<file path="config.mk">
export PLATFORM = sky130hd
export DESIGN_NAME = vector_arbiter
export DESIGN_NICKNAME = d
export VERILOG_FILES = /design/src/rtl/vector_pkg.sv /design/src/rtl/vector_arbiter_rr_pick.sv /design/src/rtl/vector_arbiter.sv
export SDC_FILE = /design/constraint.sdc
export NUM_CORES = 1
export LEC_CHECK = 0
export BUFFER_PORTS_ARGS = -buffer_cell sky130_fd_sc_hd__buf_4
export CAP_MARGIN = 10
export CORE_MARGIN = 2
export CORE_UTILIZATION = 50
export DETAILED_ROUTE_END_ITERATION = 8
export GPL_ROUTABILITY_DRIVEN = 0
export PLACE_DENSITY_LB_ADDON = 0.05
export SLEW_MARGIN = 20
export SYNTH_ARGS = -nofsm -noshare
export SYNTH_HDL_FRONTEND = slang
export SYNTH_SLANG_ARGS = --single-unit
</file>
<file path="constraint.sdc">
create_clock -name clk_i -period 2.9 [get_ports clk_i]
set_input_delay 0.145 -clock clk_i [delete_from_list [all_inputs] [get_ports clk_i]]
set_output_delay 0.145 -clock clk_i [all_outputs]
set_load 0.01 [all_outputs]
</file>
<file path="src/rtl/vector_pkg.sv">
// Shared definitions for the vector arbiter slice.
//   VEC_W_DEF   : default vector width, matches the vector buffer
//   arb_state_e : arbiter FSM state encoding
//   idx_width   : index width helper, never narrower than 1 bit
package vector_pkg;

  localparam int VEC_W_DEF = 8;

  typedef enum logic [1:0] {
    ST_IDLE  = 2'd0,
    ST_ISSUE = 2'd1,
    ST_WAIT  = 2'd2,
    ST_DONE  = 2'd3
  } arb_state_e;

  function automatic int idx_width(input int n);
    return (n > 1) ? $clog2(n) : 1;
  endfunction

endpackage

</file>
<file path="src/rtl/vector_arbiter_rr_pick.sv">
// rr_pick: combinational round-robin priority pick.
//   req_i : per-client request vector
//   ptr_i : client index where the search starts (must be < NB_CLIENTS)
//   any_o : at least one request is set
//   idx_o : first requesting index at or after ptr_i, wrapping
module rr_pick
  import vector_pkg::*;
#(
  parameter int NB_CLIENTS = 4,
  localparam int IDX_W = idx_width(NB_CLIENTS)
) (
  input  logic [NB_CLIENTS-1:0] req_i,
  input  logic [IDX_W-1:0]      ptr_i,
  output logic                  any_o,
  output logic [IDX_W-1:0]      idx_o
);

  int cand;

  // Walk offsets from the far end back to the pointer so the smallest
  // offset with a request is the last one written.
  always_comb begin
    any_o = 1'b0;
    idx_o = '0;
    cand  = 0;
    for (int i = NB_CLIENTS - 1; i >= 0; i--) begin
      cand = int'(ptr_i) + i;
      if (cand >= NB_CLIENTS) cand = cand - NB_CLIENTS;
      if (req_i[IDX_W'(cand)]) begin
        any_o = 1'b1;
        idx_o = IDX_W'(cand);
      end
    end
  end

endmodule

</file>
<file path="src/rtl/vector_arbiter.sv">
// vector_arbiter: shares one vector_buffer pop port between NB_CLIENTS
// requesters with round-robin arbitration and bounded retry on empty.
//   clk_i, rst_i  : clock, synchronous active-high reset
//   cli_req_i     : per-client level request, sampled only in IDLE
//   cli_ack_o     : one-hot pulse, cli_vector_o valid for that client
//   cli_empty_o   : one-hot pulse, every attempt found the buffer empty
//   cli_vector_o  : returned vector, zero when no ack
//   buf_req_o     : single-cycle pop request to the buffer
//   buf_vector_i, buf_valid_i : buffer response, the cycle after buf_req_o
//
// state | meaning
// IDLE  | waiting for a request, picks winner round-robin
// ISSUE | buf_req_o high for this cycle
// WAIT  | buffer response sampled; ack, retry or give up
// DONE  | ack/empty pulse on the outputs, pointer moves past the winner
module vector_arbiter
  import vector_pkg::*;
#(
  parameter int NB_CLIENTS = 4,
  parameter int VEC_W      = VEC_W_DEF,
  parameter int MAX_RETRY  = 3
) (
  input  logic                  clk_i,
  input  logic                  rst_i,
  input  logic [NB_CLIENTS-1:0] cli_req_i,
  output logic [NB_CLIENTS-1:0] cli_ack_o,
  output logic [NB_CLIENTS-1:0] cli_empty_o,
  output logic [VEC_W-1:0]      cli_vector_o,
  output logic                  buf_req_o,
  input  logic [VEC_W-1:0]      buf_vector_i,
  input  logic                  buf_valid_i
);

  localparam int IDX_W = idx_width(NB_CLIENTS);
  localparam int RTY_W = idx_width(MAX_RETRY + 1);
  localparam logic [RTY_W-1:0] RTY_LAST = RTY_W'(MAX_RETRY);
  localparam logic [IDX_W-1:0] IDX_LAST = IDX_W'(NB_CLIENTS - 1);

  arb_state_e state_q, state_d;
  logic [IDX_W-1:0]      grant_q, grant_d;
  logic [IDX_W-1:0]      rr_ptr_q, rr_ptr_d;
  logic [RTY_W-1:0]      retry_q, retry_d;
  logic [NB_CLIENTS-1:0] ack_q, ack_d;
  logic [NB_CLIENTS-1:0] empty_q, empty_d;
  logic [VEC_W-1:0]      vec_q, vec_d;
  logic                  buf_req_q, buf_req_d;

  logic                  pick_any;
  logic [IDX_W-1:0]      pick_idx;
  logic [NB_CLIENTS-1:0] grant_oh;

  rr_pick #(.NB_CLIENTS(NB_CLIENTS)) u_pick (
    .req_i (cli_req_i),
    .ptr_i (rr_ptr_q),
    .any_o (pick_any),
    .idx_o (pick_idx)
  );

  assign grant_oh = {{(NB_CLIENTS-1){1'b0}}, 1'b1} << grant_q;

  // Outputs are all registered: the pulses are computed on the transition
  // into the state where they must be visible.
  always_comb begin
    state_d   = state_q;
    grant_d   = grant_q;
    rr_ptr_d  = rr_ptr_q;
    retry_d   = retry_q;
    ack_d     = '0;
    empty_d   = '0;
    vec_d     = '0;
    buf_req_d = 1'b0;
    case (state_q)
      ST_IDLE: begin
        if (pick_any) begin
          grant_d   = pick_idx;
          retry_d   = '0;
          buf_req_d = 1'b1;
          state_d   = ST_ISSUE;
        end
      end
      ST_ISSUE: state_d = ST_WAIT;
      ST_WAIT: begin
        if (buf_valid_i) begin
          ack_d   = grant_oh;
          vec_d   = buf_vector_i;
          state_d = ST_DONE;
        end else if (retry_q < RTY_LAST) begin
          retry_d   = retry_q + 1'b1;
          buf_req_d = 1'b1;
          state_d   = ST_ISSUE;
        end else begin
          empty_d = grant_oh;
          state_d = ST_DONE;
        end
      end
      ST_DONE: begin
        rr_ptr_d = (grant_q == IDX_LAST) ? '0 : grant_q + 1'b1;
        state_d  = ST_IDLE;
      end
      default: state_d = ST_IDLE;
    endcase
  end

  always_ff @(posedge clk_i) begin
    if (rst_i) begin
      state_q   <= ST_IDLE;
      grant_q   <= '0;
      rr_ptr_q  <= '0;
      retry_q   <= '0;
      ack_q     <= '0;
      empty_q   <= '0;
      vec_q     <= '0;
      buf_req_q <= 1'b0;
    end else begin
      state_q   <= state_d;
      grant_q   <= grant_d;
      rr_ptr_q  <= rr_ptr_d;
      retry_q   <= retry_d;
      ack_q     <= ack_d;
      empty_q   <= empty_d;
      vec_q     <= vec_d;
      buf_req_q <= buf_req_d;
    end
  end

  assign cli_ack_o    = ack_q;
  assign cli_empty_o  = empty_q;
  assign cli_vector_o = vec_q;
  assign buf_req_o    = buf_req_q;

endmodule

</file>
# Word level (Yosys, flattened, before mapping)
# Cells that the tools add are included.
[totals]
out_inout_bits = 17
ff_bits = 25
[classes]
bitwise = 2
n_addsub = 9
n_lt_le_gt_ge = 9
eq_ne = 7
muxes = 37
n_reduce_logical = 6
n_shift = 1
[op_table]
columns = ["operator", "n"]
rows = [
  ["2-bit two-way mux", 15],
  ["2-bit by 4-bit < comparator with 1-bit output, second input constant", 4],
  ["1-bit two-way mux", 15],
  ["3-bit greater-or-equal comparator, second input constant", 3],
  ["1-bit binary-select mux with 2-bit select", 4],
  ["2-bit case mux with 4 select lines", 1],
  ["2-bit by 1-bit subtractor with 2-bit output, second input constant", 4],
  ["2-bit by 2-bit adder with 3-bit output, second input constant", 2],
  ["2-bit == test, second input constant", 3],
  ["2-bit inequality test, second input constant", 3],
  ["2-bit by 1-bit adder with 2-bit output, second input constant", 2],
  ["2-bit case mux with 2 select lines", 1],
  ["4-bit AND reduction", 1],
  ["4-bit OR reduction", 1],
  ["1-bit by 2-bit << shifter with 4-bit output, first input constant", 1],
  ["2-bit by 1-bit adder with 3-bit output, second input constant", 1],
  ["2-bit by 3-bit greater-or-equal comparator with 1-bit output, second input constant", 1],
  ["3-bit OR reduction", 1],
  ["2-bit by 1-bit == test with 1-bit output, second input constant", 1],
  ["2-bit zero test", 1],
  ["2-bit < comparator, second input constant", 1],
  ["1-bit NOT", 2],
  ["1-bit case mux with 2 select lines", 1],
  ["2-bit AND reduction", 1],
  ["2-bit nonzero test", 1],
]

# Longest topological paths before layout
# Gate-level depths: netlist of run 1.
[logic_depth]
word_depth = 12
mapped_depth = 5
ltp_nobuf = 4

# Modules after synthesis
# Synthesis of run 1 repeated with hierarchy kept, for this count alone.
[unflattened]
cells_unflattened = 101
hier_area_um2 = 997.2
[modules_own_cells]
columns = ["module", "area_each_um2", "n_inst", "cells_per_inst", "seq_area_each_um2"]
rows = [
  ["vector_arbiter", 919.6, 1, 88, 500.5],
  ["rr_pick", 77.6, 1, 13, 0.0],
]

# Worst setup path after synthesis of run 1
# Ideal clock, no wire load.
[synth_path]
kind = "register to register"
start = "register retry_q[0]"
end = "register retry_q[0]"
path_slack_ps = 1610
stages_incl_launch_ff = 5
path_buffers = 0
arrival_ps = 1233
period_less_slack_ps = 1290
cell_sequence = "dfxtp_1 > ha_1 > or4_4 > a211oi_2 > a31o_2"
[synth_between]
elab_chain_len = 4
[synth_rtl]
columns = ["item", "line", "rtl"]
rows = [
  ["from (decl)", "vector_arbiter.sv:42", "logic [RTY_W-1:0] retry_q, retry_d;"],
  ["from (signal assigned)", "vector_arbiter.sv:118", "retry_q <= retry_d;"],
  ["2-bit by 1-bit adder with 2-bit output", "vector_arbiter.sv:88", "retry_d = retry_q + 1'b1;"],
  ["2-bit two-way mux", "vector_arbiter.sv:87", "end else if (retry_q < RTY_LAST) begin"],
  ["2-bit two-way mux", "vector_arbiter.sv:83", "if (buf_valid_i) begin"],
  ["2-bit case mux with 2 select lines", "vector_arbiter.sv:72", "case (state_q)"],
]
# Several ways; a longest one is shown, not always the timed one. The select of a mux whose other input is x is not followed.
# A chain may end at the register's enable or synchronous reset.

# Final worst setup path of run 1
[layout_path]
start = "register retry_q[0]"
end = "register retry_q[1]"
# The elaborated chain is that of the path after synthesis.

==> results of run 1 <==
-- kinds of logic (layout without fill, tap and decap cells) --
family,count (synthesis),in the layout,share of synthesized area (%)
AND/OR/NAND/NOR,37,37,22.7
flip-flops,25,25,51.1
AO/OA/AOI/OAI,17,17,12.6
buffers and inverters,8,41,4.09
adder cells (fa/ha/maj),5,5,6.39
multiplexers,3,3,3.07
-- critical path: cells and delay by family, from the launching register on --
kind	cells	cell delay (ns)
flip-flops	1	0.36
adder cells (fa/ha/maj)	1	0.25
multiplexers	1	0.22
AO/OA/AOI/OAI	2	0.51
-- state kept, by name, indices dropped and copies added, names as in the netlist --
register and count:
cli_ack_o 4, cli_empty_o 4, grant_q 2, cli_vector_o 8, rr_ptr_q 2, state_q 2
buf_req_o 1, retry_q 2
-- stage by stage --
stage / setup WS (ns) / total power [mW]
6_report: 1.51 / 0.569
5_1_grt: 1.43 / 0.603
4_1_cts: 1.50 / 0.579
3_5_place_dp: 1.54 / 0.427
3_3_place_gp: 1.55 / 0.426
2_1_floorplan: 1.61 / 0.401
-- Yosys cell counts --
master    instances  share of area [%]
dfxtp_1          25                 51
nand2_1           5                1.9
a31o_2            1               0.89
nor4_2            1                1.3
nand3_1           2                1.0
nor3_1            1               0.51
a211oi_1          1               0.77
a211oi_2          1                1.3
a21o_2            1               0.89
o41ai_1           2                1.8
clkbuf_2          1               0.51
ha_1              5                6.4
nand2b_1          2                1.3
nor2_1            4                1.5
o311ai_0          2                1.8
nor2b_1           1               0.64
buf_2             1               0.51
a311oi_1          1               0.89
mux2i_1           3                3.1
and4b_1           1                1.0
o21a_1            1               0.77
or3_1             1               0.64
o21ai_0           3                1.5
and3_1            1               0.64
buf_6             1                1.1
inv_1             5                1.9
and2_1           16                 10
and2b_2           1               0.89
a21oi_1           4                2.0
or4_4             1                1.1
-- area by class of cell --
cell class	count	area, um2
Tap cell	27	33.8
Multi-Input combinational cell	62	439
Sequential cell	25	500
Clock buffer	4	26.3
Inverter	5	18.8
Fill cell	169	641
Timing Repair Buffer	32	243
-- final timing paths --
path                   start               to  cells after the start
min reg2reg       retry_q[1]       retry_q[1]                      2
min          buf_vector_i[3]  cli_vector_o[3]                      2
max reg2reg       retry_q[0]       retry_q[1]                      4
max               retry_q[0]       retry_q[1]                      4
-- power groups by stage --
stage / logic, mW / clock network [mW] / registers, mW
after CTS: 0.0596 / 0.159 / 0.360
after detailed placement: 0.0594 / 0 / 0.368
after global routing: 0.0681 / 0.173 / 0.362
after floorplan: 0.0346 / 0 / 0.366
after global placement: 0.0583 / 0 / 0.367
final: 0.0602 / 0.149 / 0.360
-- layer usage --
layer | track usage, % | wire (um) | vias up
li1 | - | - | 392
met1 | 19.8 | 759 | 328
met2 | 24.5 | 782 | 20
met3 | 3.33 | 88 | 5
met4 | 11.4 | 43 | 0
met5 | 0 | 0 | -
-- what timing repair did --
| action | in CTS | in global routing |
|---|---|---|
| hold endpoints to repair | 0 | 1 |
| hold buffers | 0 | 1 |
| buffers inserted | 0 | 0 |
==> results_dict.tcl, run 1 <==
set metrics [dict create \
    numCtsBuffers 3 \
    syn_to_final_growth_pct 28.7 \
    path_class "register to register" \
    worstMarginPinSlew_ns 0.481 \
    switching_share_pct 22.9 \
    drv_cap 0 \
    row_count 16 \
    cp_slowest_cell "dfxtp_1" \
    grt_pass1_vias 615 \
    ctsResizeCount 0 \
    port-buffer-count 31 \
    grt_overflow 0 \
    synth_nets 115 \
    final_cell_mix "31 x buf_4, 25 x dfxtp_1, 16 x and2_1" \
    via_per_inst 4.81 \
    reg2reg_slack_ns 1.51 \
    fin_crit_sh_pct 48.1 \
    vias 745 \
    min_period_ns 1.39 \
    antenna_cells 0 \
    hpwl_mm 1.28 \
    die_w_um 48.3 \
    ys_seq_area_share_pct 51.1 \
    p_per_area_nw_per_um2 451 \
    wl_mm 1.67 \
    cp.required_ns 3.16 \
    tns_ns 0 \
    setup_viol 0 \
    pwr-share-comb_pct 10.6 \
    outcome "finished clean" \
    wire_per_inst_um 10.8 \
    end_kind "register" \
    grt_usage_pct 16.0 \
    cts_tree "yes" \
    dieHeight_um 48.3 \
    ys_ff_latch 25 \
    layout_commonest_cell "buf_4" \
    fmax_ghz 0.717 \
    ys_warn_count 0 \
    whs_ns 0.0216 \
    synth_area_um2 980 \
    hold_viol_final 0 \
    placed_cell_area_um2 1220 \
    slew_headroom_pct 67.6 \
    leakage_nw 0.580 \
    placedCellCount 150 \
    setup.worst_path.start_class "register" \
    nets 149 \
    final_layout_size_suffix_gt1_share_pct 31.3 \
    core_area_um2 1900 \
    hp-class "primary input to register" \
    cp_max_fo 5 \
    avgSynthCellArea_um2 10.3 \
    irDropWorstVdd_uv 332 \
    switchingPower_mw 0.131 \
    p_int_mw 0.439 \
    layout.cells.non_filler 155 \
    grt_max_degree 14 \
    worstPathArrival_ns 1.65 \
    clock_skew_ns 0.00833 \
    clkTransAtPathRegs_ns 0.13 \
    fin_util_pct 66.3 \
    dieArea_um2 2330 \
    clock_sinks 25 \
    clk_path_buf_depth 2 \
    cpPeakStageDelay_ns 0.36 \
    maxSlewViolCount 0 \
    syn_inst 95 \
    clk_latency_ns 0.31 \
    synth_cell_types 30 \
    drt-initial-drc-count 9 \
    h-tree-depth 1 \
    start_util_pct 51.5 \
    dr.pass1.iters 4 \
    p_seq_share_pct 63.2 \
    ant_nets 0 \
    grt_pass1_wl_mm 2.48 \
    drc 0 \
    rsz0062_at_grt "no" \
    root_buffer "clkbuf_4" \
    pin_count 32 \
    antenna_found_initial 0 \
    pwr-share-clk_pct 26.2 \
    fin_area_um2 1260 \
    path_cells "ha_1 > o21a_1 > a211oi_1 > mux2i_1" \
]
No activity file was read; power rests on OpenSTA's default activity.
==> run 2: changes to the inputs <==
--- a/config.mk
+++ b/config.mk
@@ -8,7 +8,7 @@
 export BUFFER_PORTS_ARGS = -buffer_cell sky130_fd_sc_hd__buf_4
 export CAP_MARGIN = 10
 export CORE_MARGIN = 2
-export CORE_UTILIZATION = 50
+export CORE_UTILIZATION = 43
 export DETAILED_ROUTE_END_ITERATION = 8
 export GPL_ROUTABILITY_DRIVEN = 0
 export PLACE_DENSITY_LB_ADDON = 0.05
==> constraint.sdc (replaced) <==
create_clock -name clk_i -period 1.18 [get_ports clk_i]
set_input_delay 0.059 -clock clk_i [delete_from_list [all_inputs] [get_ports clk_i]]
set_output_delay 0.059 -clock clk_i [all_outputs]
set_load 0.01 [all_outputs]
==> run 2 against run 1 <==
Against the previous run: via count up 9.7%; count of clock-buffer cells in the layout down 1; critical endpoint is now retry_q[0]; first-iteration DRC count down 56%; setup slack worse by 1.6 ns; power rose to 2.6 times the previous value; the run now ends with negative setup slack left; sequential cell count unchanged; critical path type unchanged; combinational power rose to 3.4 times the previous value; final cell count up 11%; global-route usage down 0.81 points; largest power group unchanged.
==> results_dict.tcl, run 2 (synthesis gave the netlist of run 1 again) <==
set metrics [dict create \
    layout.cells.non_filler 172 \
    vias 817 \
    ant_nets 0 \
    setup_viol 4 \
    numCtsBuffers 3 \
    nets 165 \
    min_period_ns 1.28 \
    worst_slack_ns -0.104 \
    drc 0 \
    irDropWorstVdd_uv 785 \
    clkTransAtPathRegs_ns 0.13 \
    layout_commonest_cell "buf_4" \
    grt_overflow 0 \
    path_class "register to register" \
    whs_ns 0.114 \
    tns_ns -0.231 \
    end_kind "register" \
    die_w_um 51.7 \
    dr.pass1.iters 2 \
    setup.worst_path.start_class "register" \
    port-buffer-count 31 \
    rsz0062_at_grt "yes" \
    antenna_cells 0 \
    clock_skew_ns 0.00211 \
    slew_headroom_pct 65.7 \
    fin_crit_sh_pct 109 \
    dieArea_um2 2680 \
    hpwl_mm 1.36 \
    core_area_um2 2190 \
    outcome "finished with violations" \
    grt_usage_pct 15.1 \
    worstMarginPinSlew_ns 0.510 \
    grt_max_degree 16 \
    p_per_area_nw_per_um2 1000 \
    dieHeight_um 51.7 \
    violations "negative setup slack" \
    syn_to_final_growth_pct 48.7 \
    pin_count 32 \
    via_per_inst 4.75 \
    cts_tree "yes" \
    final_cell_mix "38 x buf_4, 21 x dfxtp_1, 14 x and2_1, 10 x dlygate4sd3_1" \
    cp_max_fo 4 \
    clock_sinks 25 \
    hold_viol_final 0 \
    maxSlewViolCount 0 \
    hp-class "primary input to register" \
    worstPathArrival_ns 1.54 \
    drt-initial-drc-count 4 \
    clk_latency_ns 0.31 \
    fmax_ghz 0.779 \
    fin_area_um2 1460 \
    cp.required_ns 1.44 \
    placed_cell_area_um2 1260 \
    placedCellCount 155 \
    wl_mm 2.04 \
    clk_path_buf_depth 2 \
    drv_cap 0 \
    root_buffer "clkbuf_4" \
    leakage_nw 0.667 \
    grt_pass1_vias 706 \
    start_util_pct 44.7 \
    antenna_found_initial 0 \
    final_layout_size_suffix_gt1_share_pct 41.7 \
    grt_pass1_wl_mm 2.93 \
    wire_per_inst_um 11.9 \
    row_count 17 \
    h-tree-depth 1 \
    largest_reg_flops 8 \
]
-- run 2: cell count changes in the layout (fill, tap and decap cells not counted), sizes merged --
cell | before | now
clkinvlp | 0 | 1
buf | 31 | 38
dlygate4sd3 | 1 | 10
clkbuf | 4 | 3
-- run 2: worst max-delay path, stage by stage, from the launching register on --
cell and delay [ns]:
dfxtp_2 0.36, ha_4 0.17, or4_4 0.41, a211oi_2 0.18, a31o_2 0.12
-- run 2: layout make-up --
class / count / area, um2
sequential: 25 / 508
clock buffer: 3 / 22.5
fill: 181 / 734
clock inverter: 1 / 7.51
tap: 28 / 35.0
multi-input combinational: 62 / 479
inverter: 5 / 18.8
timing repair buffer: 48 / 385
-- run 2: worst paths after layout --
path	from	slack (ns)	to	cells past startpoint
max	retry_q[0]	-0.10	retry_q[0]	4
min	rst_i	0.11	retry_q[0]	3
max reg2reg	retry_q[0]	-0.10	retry_q[0]	4
min reg2reg	retry_q[1]	0.50	retry_q[1]	2
-- run 2: through the flow --
step / worst slack [ns] / power, mW / util (%)
final: -0.104 / 1.46 / 66.5
after global routing: -0.155 / 1.54 / 66.5
after CTS: -0.106 / 1.47 / 65.2
after detailed placement: -0.125 / 1.06 / 57.5
after global placement: -0.138 / 1.06 / 57.5
after floorplan: -0.0686 / 0.985 / -
-- run 2: where the power goes --
group	internal (mW)	leakage [nW]	switching, mW
logic	0.120	0.448	0.0866
registers	0.865	0.205	0.0185
clock network	0.129	0.0139	0.244
total	1.11	0.667	0.349
-- run 2: what timing repair did --
action                                 in CTS  in global routing
setup endpoints to repair                  18                 21
endpoints found under the hold margin      13                  0
setup buffers                               2                  1
resized for setup                           5                  8
hold buffers                               10                  0
pin swaps                                   1                  6
-- run 2: layer usage --
metal | wire, um | global-route usage, % | vias up
li1 | - | - | 423
met5 | 0 | 0 | -
met4 | 44 | 8.33 | 0
met2 | 1090 | 27.8 | 19
met1 | 823 | 15.8 | 371
met3 | 86 | 3.45 | 4
